### src/rtl/video_timing_gen.sv
// video_timing_gen: raster timing plus test-pattern generator; every output is registered from the next pixel position,
// so timing, strobes and colour in any cycle all describe the hcount/vcount shown in that same cycle.
module video_timing_gen #(
    parameter int H_ACTIVE  = 640,
    parameter int H_FP      = 16,
    parameter int H_SYNC    = 96,
    parameter int H_BP      = 48,
    parameter int V_ACTIVE  = 480,
    parameter int V_FP      = 10,
    parameter int V_SYNC    = 2,
    parameter int V_BP      = 33,
    parameter bit HS_POL    = 1'b0,
    parameter bit VS_POL    = 1'b0,
    parameter int GRID_LOG2 = 4,
    parameter int CW        = 12
) (
    input  logic          pixel_clock,
    input  logic          reset,
    input  logic [1:0]    mode,
    output logic [CW-1:0] hcount,
    output logic [CW-1:0] vcount,
    output logic          hs,
    output logic          vs,
    output logic          hblank,
    output logic          vblank,
    output logic          de,
    output logic [7:0]    r,
    output logic [7:0]    g,
    output logic [7:0]    b,
    output logic          line_start,
    output logic          frame_start,
    output logic [7:0]    frame_count
);
    localparam logic [CW-1:0] H_LAST  = CW'(H_ACTIVE + H_FP + H_SYNC + H_BP - 1);
    localparam logic [CW-1:0] V_LAST  = CW'(V_ACTIVE + V_FP + V_SYNC + V_BP - 1);
    localparam logic [CW-1:0] H_ACT   = CW'(H_ACTIVE);
    localparam logic [CW-1:0] V_ACT   = CW'(V_ACTIVE);
    localparam logic [CW-1:0] HS_BEG  = CW'(H_ACTIVE + H_FP);
    localparam logic [CW-1:0] HS_END  = CW'(H_ACTIVE + H_FP + H_SYNC);
    localparam logic [CW-1:0] VS_BEG  = CW'(V_ACTIVE + V_FP);
    localparam logic [CW-1:0] VS_END  = CW'(V_ACTIVE + V_FP + V_SYNC);
    localparam logic [CW-1:0] BW_LAST = CW'(H_ACTIVE / 8 - 1);

    logic          r_run;
    logic [1:0]    r_mode;
    logic [CW-1:0] r_bcnt;
    logic [2:0]    r_bidx;
    logic          w_wrap_h;
    logic [CW-1:0] w_nh;
    logic [CW-1:0] w_nv;
    logic          w_nfs;
    logic [7:0]    w_nfc;
    logic [1:0]    w_nmode;
    logic [CW-1:0] w_nbc;
    logic [2:0]    w_nbi;
    logic          w_nhb;
    logic          w_nvb;
    logic          w_nde;
    logic          w_grid_on;
    logic [23:0]   w_bar;
    logic [23:0]   w_grid;
    logic [23:0]   w_rgb;

    // r_run is clear on the first edge after reset so that edge presents (0,0) instead of stepping past it
    always_comb begin
        w_wrap_h  = hcount == H_LAST;
        w_nh      = (!r_run || w_wrap_h) ? '0 : hcount + 1'b1;
        w_nv      = !r_run ? '0 : w_wrap_h ? ((vcount == V_LAST) ? '0 : vcount + 1'b1) : vcount;
        w_nfs     = (w_nh == '0) && (w_nv == '0);
        w_nfc     = (w_nfs && r_run) ? frame_count + 8'd1 : frame_count;
        w_nmode   = w_nfs ? mode : r_mode;
        w_nbc     = (w_nh == '0 || r_bcnt == BW_LAST) ? '0 : r_bcnt + 1'b1;
        w_nbi     = (w_nh == '0) ? 3'd0 : (r_bcnt == BW_LAST) ? r_bidx + 3'd1 : r_bidx;
        w_nhb     = w_nh >= H_ACT;
        w_nvb     = w_nv >= V_ACT;
        w_nde     = !w_nhb && !w_nvb;
        w_bar     = {{8{~w_nbi[1]}}, {8{~w_nbi[2]}}, {8{~w_nbi[0]}}};
        w_grid_on = (w_nh[GRID_LOG2-1:0] == '0) || (w_nv[GRID_LOG2-1:0] == '0) ||
                    (w_nh == H_ACT - 1'b1) || (w_nv == V_ACT - 1'b1);
        w_grid    = w_grid_on ? 24'hFFFFFF : {w_nfc, 8'h00, 8'h40};
        w_rgb     = !w_nde ? 24'h0 : (w_nmode == 2'd0) ? 24'h0 : (w_nmode == 2'd1) ? 24'hFFFFFF :
                    (w_nmode == 2'd2) ? w_bar : w_grid;
    end

    always_ff @(posedge pixel_clock) begin
        if (reset) begin
            r_run       <= 1'b0;
            r_mode      <= 2'd0;
            r_bcnt      <= '0;
            r_bidx      <= 3'd0;
            hcount      <= '0;
            vcount      <= '0;
            hs          <= ~HS_POL;
            vs          <= ~VS_POL;
            hblank      <= 1'b1;
            vblank      <= 1'b1;
            de          <= 1'b0;
            {r, g, b}   <= 24'h0;
            line_start  <= 1'b0;
            frame_start <= 1'b0;
            frame_count <= 8'd0;
        end else begin
            r_run       <= 1'b1;
            r_mode      <= w_nmode;
            r_bcnt      <= w_nbc;
            r_bidx      <= w_nbi;
            hcount      <= w_nh;
            vcount      <= w_nv;
            hs          <= (w_nh >= HS_BEG && w_nh < HS_END) ? HS_POL : ~HS_POL;
            vs          <= (w_nv >= VS_BEG && w_nv < VS_END) ? VS_POL : ~VS_POL;
            hblank      <= w_nhb;
            vblank      <= w_nvb;
            de          <= w_nde;
            {r, g, b}   <= w_rgb;
            line_start  <= w_nh == '0;
            frame_start <= w_nfs;
            frame_count <= w_nfc;
        end
    end
endmodule
### config.mk
export PLATFORM = sky130hd
export DESIGN_NAME = video_timing_gen
export DESIGN_NICKNAME = d
export VERILOG_FILES = /design/src/rtl/video_timing_gen.sv
export SDC_FILE = /design/constraint.sdc
export NUM_CORES = 1
export LEC_CHECK = 0
export BUFFER_PORTS_ARGS = -buffer_cell sky130_fd_sc_hd__buf_2
export CAP_MARGIN = 10
export CELL_PAD_IN_SITES_DETAIL_PLACEMENT = 1
export CELL_PAD_IN_SITES_GLOBAL_PLACEMENT = 2
export CORE_UTILIZATION = 33
export DETAILED_ROUTE_END_ITERATION = 10
export PLACE_DENSITY_LB_ADDON = 0.1
export SLEW_MARGIN = 20
export SYNTH_ARGS = -nofsm -noshare
export SYNTH_HDL_FRONTEND = slang
export SYNTH_SLANG_ARGS = --single-unit
### constraint.sdc
create_clock -name pixel_clock -period 3.4 [get_ports pixel_clock]
set_clock_uncertainty 0.15 [all_clocks]
set_input_delay 0.17 -clock pixel_clock [delete_from_list [all_inputs] [get_ports pixel_clock]]
set_output_delay 0.17 -clock pixel_clock [all_outputs]
set_load 0.02 [all_outputs]
# Yosys cells after proc, flatten, opt, wreduce, memory -nomap -nowiden
# Index checks and enable logic that the tools add are counted.
[classes]
order_cmp = 6
reduce_logical = 20
muxes = 14
bitwise_logic = 4
eq_ne = 7
add_sub_neg = 5
[ops]
columns = ["cell", "count"]
rows = [
  ["24-bit 2-to-1 mux", 3],
  ["12-bit 2-to-1 mux", 4],
  ["12-bit by 1-bit adder with 12-bit output (second input constant)", 3],
  ["12-bit by 10-bit == test with 1-bit output (second input constant)", 3],
  ["12-bit by 10-bit greater-or-equal comparator with 1-bit output (second input constant)", 2],
  ["12-bit by 9-bit greater-or-equal comparator with 1-bit output (second input constant)", 2],
  ["12-bit logical NOT", 2],
  ["12-bit by 7-bit == test with 1-bit output (second input constant)", 1],
  ["12-bit by 9-bit == test with 1-bit output (second input constant)", 1],
  ["12-bit by 10-bit < comparator with 1-bit output (second input constant)", 1],
  ["12-bit by 9-bit < comparator with 1-bit output (second input constant)", 1],
  ["8-bit by 1-bit adder with 8-bit output (second input constant)", 1],
  ["4-bit logical NOT", 2],
  ["8-bit 2-to-1 mux", 1],
  ["3-bit 2-to-1 mux", 2],
  ["1-bit logical AND", 5],
  ["1-bit logical OR", 5],
  ["1-bit NOT", 4],
  ["3-bit by 1-bit adder with 3-bit output (second input constant)", 1],
  ["1-bit logical NOT", 3],
  ["1-bit 2-to-1 mux", 3],
  ["3-bit OR reduction", 1],
  ["2-bit by 1-bit == test with 1-bit output (second input constant)", 1],
  ["2-bit == test (second input constant)", 1],
  ["3 further kinds", 3],
]
[word_totals]
output_inout_bits = 63
in_bits = 4
regBits = 81
wordCells = 73

# Logic depth before layout (Yosys ltp)
# Gate-level depths: netlist of the first run.
[logic_depth]
word_depth = 11
mapped_depth = 13
ltp_nobuf = 11

# Worst setup path before layout of the first run
# Ideal clock, no wire load.
[synth_path]
path_type = "register to register"
from = "reg hcount[0]"
to = "reg r[6]"
setup_ns = 0.139
path_buffers = 2
t_arrival_ns = 2.882
slack_ns = 0.228
period_less_slack_ns = 3.172
required_time_ns = 3.111
stages_incl_launch_ff = 13
path_cell_list = "dfxtp_1 ha_1 and4_1 buf_2 nand3_1 buf_2 nor3_1 a211oi_2 a2111oi_4 nand4_4 nand3b_1 a21oi_2 a21oi_1"
[synth_between]
elab_chain_cells = 10
word_cells_on_any_way = 34
classes_between = "add/sub (1); order compare (2); eq/ne (5); mux (9); bitwise (2); reduce/logical (15)"
[synth_lines]
columns = ["element", "line_no", "rtl"]
rows = [
  ["start, declared", "20", "output logic [CW-1:0] hcount,"],
  ["start signal, assigned", "107", "hcount <= w_nh;"],
  ["branches (longest 10 deep; another with 12-bit by 1-bit adder with 12-bit output)", "--", ""],
  ["end signal, assigned", "114", "{r, g, b} <= w_rgb;"],
  ["end, declared", "27", "output logic [7:0] r,"],
]
# Several ways; the timed one is not identified.
# A chain may end at the register's enable or synchronous reset.

# Worst setup path in the final report of the first run
[layout_path]
from = "reg hcount[7]"
to = "reg r[6]"
# The elaborated chain is that of the path after synthesis.

==> reports/results.txt, run 1 <==
The run finished with clean final reports. In this run the number of H-tree levels came out at 3. The instance count after placement with tap cells included is 630, and the final cell count without fillers is 653.

End-of-flow core utilization: 0.424. Setup violations remaining at the end of the flow were counted as 0. After clock tree synthesis, the clock-pin slew on the worst setup and hold paths is 0.08 ns. For the initial antenna violation count, the log shows 0. The number of standard cells after synthesis was 426.

The clock reaches the later pin of the worst-skew pair after 0.34 ns. In this run the worst path has a maximum fanout of 7. STA classifies the critical path startpoint as a flip-flop. The final cycle utilization of the critical path was 0.954; the number of buffers between clock root and the deepest sink was 2.

The share of flip-flops with an asynchronous set or reset after synthesis was 0. Category of the critical setup timing path: reg -> reg. The filler cells instantiated in the layout total 1302. TritonCTS built the clock tree.

The first detailed-routing pass took 4 iterations. The net load switching power is 0.000455 W. The count of nets left with antenna violations once routing finished came out at 0. The analysis attributes to cell leakage a power of 1.77 nW.

The CTS sink count is 68. Summing all multi-input logic gate instances after layout gives 0.00202 sq mm. The share of the synthesized area in the top cell type works out to 0.383. The cell-internal power was 0.00121 W; the transition time of the tightest slew-check pin was 0.434 ns. The via total after detailed routing came out at 3333. The routed wire length per instance was 15.7 microns. Across the run, the number of max-cap violations was 0. Sorting the synthesized cells by area gives the leading types as sky130_fd_sc_hd__dfxtp_1 38%, sky130_fd_sc_hd__nor2_1 6.7%, sky130_fd_sc_hd__xnor2_1 4.9%.

The logs give 0 ns for the final-layout setup total negative slack and 0.383 for the proportion of synthesized chip area in sequential cells. Buffers inserted during clock tree synthesis total 9. During I/O placement, the number of pins put on the boundary was 67.

For the placer's final routability congestion estimate, the log shows 0.780. After legalization and detailed placement, the total HPWL measured 7650 microns. For the clock share of power, the log shows 0.401. Setup repair after global routing left no endpoint under its margin. The number of enable flip-flop cells after synthesis works out to 0.

The first routing iteration left 52 violations. The area growth from synthesis to layout came out at 23.6%. The residual overflow from global routing was 0. The run gives 0.710 as the relative slew slack. The tools report the combinational share of power as 0.101. The share of final-layout standard cells stronger than drive strength 1 came out at 0.269. The critical path endpoint category is a flip-flop.

The initial cell density of the core was 0.343. The synthesized design spends more area on one cell type than any other, namely sky130_fd_sc_hd__dfxtp_1. For the net count reported at finish, the log shows 522. The final-report max-slew violation count was 0; the via count of the first global-routing pass was 3376. From bottom edge to top edge, the die measures 106 microns. The die covers 0.0112 sq mm.

The pin count of the biggest net entering global routing was 20. In this run the horizontal extent of the chip is 106 microns. For the count of endpoints failing hold in the final timing report, the log shows 0. The tools report the maximum VDD drop as 206 uV.

For this design the ratio of total power to cell area is 380 mW/mm^2. Input and output buffers added on the ports amount to 66. The remaining design rule violation count is 0, and the share of total power in sequential cells is 0.498. Antenna cell count: 0. The final period demand of the worst path works out to 3.24 ns. Synthesis produced a netlist with a net count of 436. In the routed layout, each cell is associated on average with a via count of 5.10. Timing would allow up to 308 MHz. Total routing usage reported by global routing: 0.191.

For the standard-cell row count, the log shows 37. The synthesized cell area was 0.00355 sq mm. The routed design has 10300 microns of wire. Net switching fraction of the power: 0.272.

The post-route total power was 0.00167 W. The arrival time reported for the critical path endpoint is 3.31 ns. The core region area is 0.0104 sq mm. The synthesized netlist contains 58 unique library cells.

The type of the worst min-delay path is in -> reg. Data on the critical path is required at its endpoint by 3.47 ns. The root buffer cell chosen for the clock tree is sky130_fd_sc_hd__clkbuf_8. The flip-flop and latch count after synthesis came out at 68. The average footprint of a synthesized cell is 8.34 sq um. During synthesis, Yosys emitted a total of 0 warnings. Among all flip-flop cells after synthesis, the most frequent one is sky130_fd_sc_hd__dfxtp_1. The tools report the footprint of the flip-flops and latches as 0.00136 sq mm. The wire length of the first global-routing pass was 16900 microns.
[power groups by stage]
stage / clock network (W) / logic (W) / registers [W]
global placement: 0 / 0.000163 / 0.000850
floorplan: 0 / 0.0000962 / 0.000875
detailed placement: 0 / 0.000165 / 0.000850
finish: 0.000669 / 0.000169 / 0.000832
CTS: 0.000690 / 0.000168 / 0.000832
global route: 0.000725 / 0.000183 / 0.000835
[state kept, by name (all words and copies together) (netlist names), 2 cells and up]
name,count
r_mode,2
r,8
vcount,12
r_bcnt,12
b,2
r_bidx,3
frame_count,8
hcount,12
[worst max-delay path, stage by stage (launching register included)]
cell and delay (ns):
sky130_fd_sc_hd__dfxtp_1 0.37, sky130_fd_sc_hd__or4_4 0.57, sky130_fd_sc_hd__o41ai_2 0.33, sky130_fd_sc_hd__o21ai_1 0.16
sky130_fd_sc_hd__and2_4 0.20, sky130_fd_sc_hd__a2111oi_4 0.45, sky130_fd_sc_hd__nand4_4 0.18, sky130_fd_sc_hd__buf_4 0.20
sky130_fd_sc_hd__nor3_2 0.21, sky130_fd_sc_hd__xnor2_1 0.20, sky130_fd_sc_hd__a21oi_1 0.11
[repair_timing]
item / CTS / global route
endpoints found under the hold margin: 2 / 0
setup endpoints to repair: 0 / 9
gates resized for setup: 0 / 4
hold buffers: 2 / 0
setup buffers: 0 / 4
[Yosys cell counts (3+ instances only)]
master	n
sky130_fd_sc_hd__or3_1	4
sky130_fd_sc_hd__dfxtp_1	68
sky130_fd_sc_hd__nor3_2	5
sky130_fd_sc_hd__nor4_1	5
sky130_fd_sc_hd__buf_4	13
sky130_fd_sc_hd__and4b_1	3
sky130_fd_sc_hd__and2_1	4
sky130_fd_sc_hd__a211oi_1	3
sky130_fd_sc_hd__buf_2	5
sky130_fd_sc_hd__ha_1	6
sky130_fd_sc_hd__nor4b_1	4
sky130_fd_sc_hd__nand4_1	9
sky130_fd_sc_hd__xor2_1	16
sky130_fd_sc_hd__and3_1	9
sky130_fd_sc_hd__nor3_1	16
sky130_fd_sc_hd__inv_1	9
sky130_fd_sc_hd__or2_2	3
sky130_fd_sc_hd__nand2_1	32
sky130_fd_sc_hd__nor3b_1	4
sky130_fd_sc_hd__o21ai_0	16
sky130_fd_sc_hd__a21oi_1	19
sky130_fd_sc_hd__nor2_1	63
sky130_fd_sc_hd__nor2b_1	3
sky130_fd_sc_hd__nand2b_1	6
sky130_fd_sc_hd__xnor2_1	20
sky130_fd_sc_hd__a31oi_1	4
sky130_fd_sc_hd__mux2i_1	6
sky130_fd_sc_hd__clkbuf_1	8
sky130_fd_sc_hd__nand3_1	26
[metrics by stage]
step,instance area (sq um),setup WS (ns),hold WS [ns]
floorplan,3550,0.228,0.164
global route,4390,0.0166,0.0921
CTS,4330,0.0498,0.0802
finish,4390,0.156,0.0790
global placement,4110,0.167,0.278
detailed placement,4110,0.0562,0.288
[metal layers]
| metal | part of all wire | global-route usage |
|---|---|---|
| met2 | 0.47 | 0.313 |
| met3 | 0.028 | 0.0297 |
| met1 | 0.49 | 0.258 |
| met4 | 0.015 | 0.0575 |
| met5 | 0 | 0 |
[final cells by class]
| cell class | instances | share of cell area |
|---|---|---|
| multi-input cells | 321 | 0.460 |
| flip-flops and latches | 68 | 0.310 |
| repair buffers | 103 | 0.140 |
| well taps | 136 | 0.0387 |
| clock buffers | 10 | 0.0291 |
| clock inverters | 6 | 0.0145 |
| inverters | 9 | 0.00769 |
[path summary, 6_finish.rpt]
path,slack (ns),from,cells after the start,endpoint
setup / recovery,0.16,hcount[7],10,r[6]
hold / removal,0.08,reset,2,frame_count[2]
setup reg to reg,0.16,hcount[7],10,r[6]
hold reg to reg,0.30,r_bcnt[0],1,r_bcnt[0]
[layout by cell type (no fill, tap or decap), drive strengths merged, types with 4 or more instances in the layout]
cell    instances
a211oi          4
a21oi          20
a31oi           4
and2            5
and3            9
buf           101
clkbuf         10
dfxtp          68
ha              6
inv            10
mux2i           6
nand2          33
nand2b          6
nand3          26
nand4          11
nor2           63
nor3           21
nor3b           4
nor4            6
nor4b           4
o21ai          17
or3             4
xnor2          20
xor2           16
[cell families after synthesis]
kind of cell             count (synthesis)  synth area share
AND/OR/NAND/NOR                        209             0.312
flip-flops                              68             0.383
AO/OA/AOI/OAI                           63             0.120
buffers and inverters                   38            0.0578
XOR/XNOR                                36            0.0888
multiplexers                             6            0.0169
adder cells (fa/ha/maj)                  6            0.0211
No activity file was read; power rests on OpenSTA's default activity.
==> run 2: changes to the inputs <==
ABC_CLOCK_PERIOD_IN_PS = 3400   (was unset)
CELL_PAD_IN_SITES_DETAIL_PLACEMENT = 2   (was 1)
==> reports/results.txt, run 2 (same netlist as run 1, synthesis figures left out) <==
The longest clock path from root to sink contains 2 buffers. Clock tree synthesis found a total of 68 sinks. The instance count after placement with tap cells included came out at 630. The remaining design rule violation count is 0. The total routing usage reported by global routing is 0.219, and the maximum VDD drop is 162 uV. The most common cell after layout, fill and taps aside was sky130_fd_sc_hd__dfxtp_1.

Static timing analysis puts the maximum clock frequency at 307 MHz. After layout, the minimum clock period comes to 3.26 ns. The met1 global-route usage is 0.263.

The worst setup path is captured at a flip-flop. The run gives 0 as the residual overflow from global routing. The category of the critical setup timing path is reg -> reg. TritonCTS built the clock tree.

Measured along the y axis, the die boundary spans 106 microns. For the initial antenna violation count, the log shows 0. The completed layout was analyzed and its total power is 0.00171 W. The tools report the count of endpoints failing hold in the final timing report as 0. In the final routed layout, each cell accounts on average for 18.6 microns. The final wirelength came out at 12100 microns. The tools report the final-report max-slew violation count as 0. In the final timing run, aggregate negative setup slack is 0 ns. The via total after detailed routing was 3479.

The iteration count of the initial detailed-routing pass was 4; the maximum fanout along the worst path was 13. The met3 usage is 0.0328. In this run the horizontal extent of the chip is 106 microns. The number of antenna diodes in the final layout is 0. Entering global routing, the biggest net connects 20 pins. The logs give 0.708 for the relative slew slack and 9 for the number of clock buffers inserted by TritonCTS.

The logs give 651 for the final cell count without fillers and 3 for the maximum level of the CTS H-tree. Max-cap violations in this run came to 0. Setup violations remaining at the end of the flow were counted as 0. The type of the worst min-delay path was in -> reg. The register-to-register setup slack is 0.14 ns. The flow ran to the end, and the final reports show no timing, DRC or antenna violations. The clock-pin transition on the worst setup and hold timing paths was 0.09 ns; the final cycle utilization of the critical path was 0.959. The logs give 0 for the number of routed nets with antenna violations and 37 for the standard-cell row count. The global-route track usage on met2 is 0.387. The tools report the launching point of the worst reg2reg path as hcount[0]. Summed over all cells, the static leakage comes to 1.76 nW.

The area growth from synthesis to layout is 24.3%. The tools report the number of ports placed on the die boundary as 67. Initial cell density of the core: 0.343. The end-of-flow core utilization was 0.426. Leaving out fill and tap cells, the most frequent cells in the layout are 68 x sky130_fd_sc_hd__dfxtp_1, 66 x sky130_fd_sc_hd__buf_2, 62 x sky130_fd_sc_hd__nor2_1, 34 x sky130_fd_sc_hd__buf_4, 32 x sky130_fd_sc_hd__nand2_1. The HPWL after detailed placement is 8690 microns. The share of final-layout standard cells stronger than drive strength 1 was 0.276; the via count of the first global-routing pass was 3673. Number of port buffers: 66.

Tracing the worst setup path back leads to its startpoint at hcount[0]. The endpoint identified for the worst register-to-register timing path is r[3]. The run gives 0.0112 sq mm as the die area. Power density over the cells: 386 mW/mm^2. Worst endpoint required time: 3.54 ns. Number of violations reported at the end of detailed-routing iteration 0: 101.

For the worst flop-to-flop path, the logic depth is 12. The tools report the root buffer cell as sky130_fd_sc_hd__clkbuf_8. The worst setup path is launched from a flip-flop. The finished cells cover 0.00442 sq mm. The run gives 521 as the net count reported at finish. The wire length of the first global-routing pass is 19000 microns. In the final layout, the registers with the most flip-flops are hcount: 12 flops, r_bcnt: 12 flops, vcount: 12 flops.

Worst hold path cell count: 2. Summing all placed instances gives a cell area of 0.00411 sq mm. The congestion estimate from routability-driven global placement came to 0.780.

The tools report the arrival time reported for the critical path endpoint as 3.40 ns. Critical path capture point: r[3]. The transition time of the tightest slew-check pin came out at 0.438 ns. The average via count per standard cell works out to 5.34.

For the worst-skew pair, the clock arrives at the later sink with an insertion delay of 0.37 ns. The run gives 0.0104 sq mm as the core region area. The layer carrying the most global-route usage was met2.
-- run 2: changes by cell type in the layout (fill, tap and decap cells not counted), sizes merged --
cell,delta
buf,-1
clkbuf,+1
clkinv,-1
inv,-1
-- run 2: where the power goes --
part / switching (W) / internal (W)
Sequential: 0.0000134 / 0.000819
Combinational: 0.000119 / 0.0000581
Clock: 0.000343 / 0.000354
Total: 0.000476 / 0.00123
-- run 2: cell type report --
| class | instances | area, sq um |
|---|---|---|
| Clock buffer | 11 | 141 |
| Clock inverter | 4 | 50.0 |
| Sequential cell | 68 | 1360 |
| Inverter | 9 | 33.8 |
| Tap cell | 136 | 170 |
| Multi-Input combinational cell | 321 | 2050 |
| Fill cell | 1196 | 5950 |
| Timing Repair Buffer | 102 | 606 |
-- run 2: worst max-delay path, cell delays in order (launching register included) --
cell,delay [ns]
sky130_fd_sc_hd__dfxtp_1,0.35
sky130_fd_sc_hd__ha_1,0.22
sky130_fd_sc_hd__and4_1,0.23
sky130_fd_sc_hd__nand3_1,0.07
sky130_fd_sc_hd__buf_4,0.19
sky130_fd_sc_hd__o21ai_0,0.30
sky130_fd_sc_hd__a41oi_2,0.20
sky130_fd_sc_hd__a2111oi_4,0.47
sky130_fd_sc_hd__nand4_4,0.20
sky130_fd_sc_hd__mux2i_1,0.27
sky130_fd_sc_hd__o211ai_1,0.18
sky130_fd_sc_hd__buf_4,0.21
sky130_fd_sc_hd__a21oi_1,0.13
-- run 2: layer usage --
metal,part of all wire,vias up
li1,-,1654
met1,0.45,1732
met2,0.50,74
met3,0.034,19
met4,0.019,0
met5,0,-
-- run 2: how the worst min path moves through the flow --
stage | to | start
5_1_grt | frame_count[3] | reset
6_report | frame_count[2] | reset
4_1_cts | frame_start | reset
2_1_floorplan | r_mode[0] | mode[0]
3_5_place_dp | r_bcnt[0] | r_bcnt[0]
3_3_place_gp | r_bcnt[0] | r_bcnt[0]
-- run 2: through the flow --
stage / hold WS [ns] / worst slack [ns]
finish: 0.0630 / 0.140
global route: 0.0855 / -0.0502
CTS: 0.0658 / 0.0328
detailed placement: 0.290 / -0.0204
global placement: 0.278 / 0.167
floorplan: 0.164 / 0.228
-- run 2: repair_timing --
action,4_1_cts,5_1_grt
pin swaps,0,3
buffers inserted,0,3
endpoints found under the setup margin,7,16
gates resized for setup,1,9
gates cloned,0,1
hold buffers,2,0
hold endpoints to repair,2,0
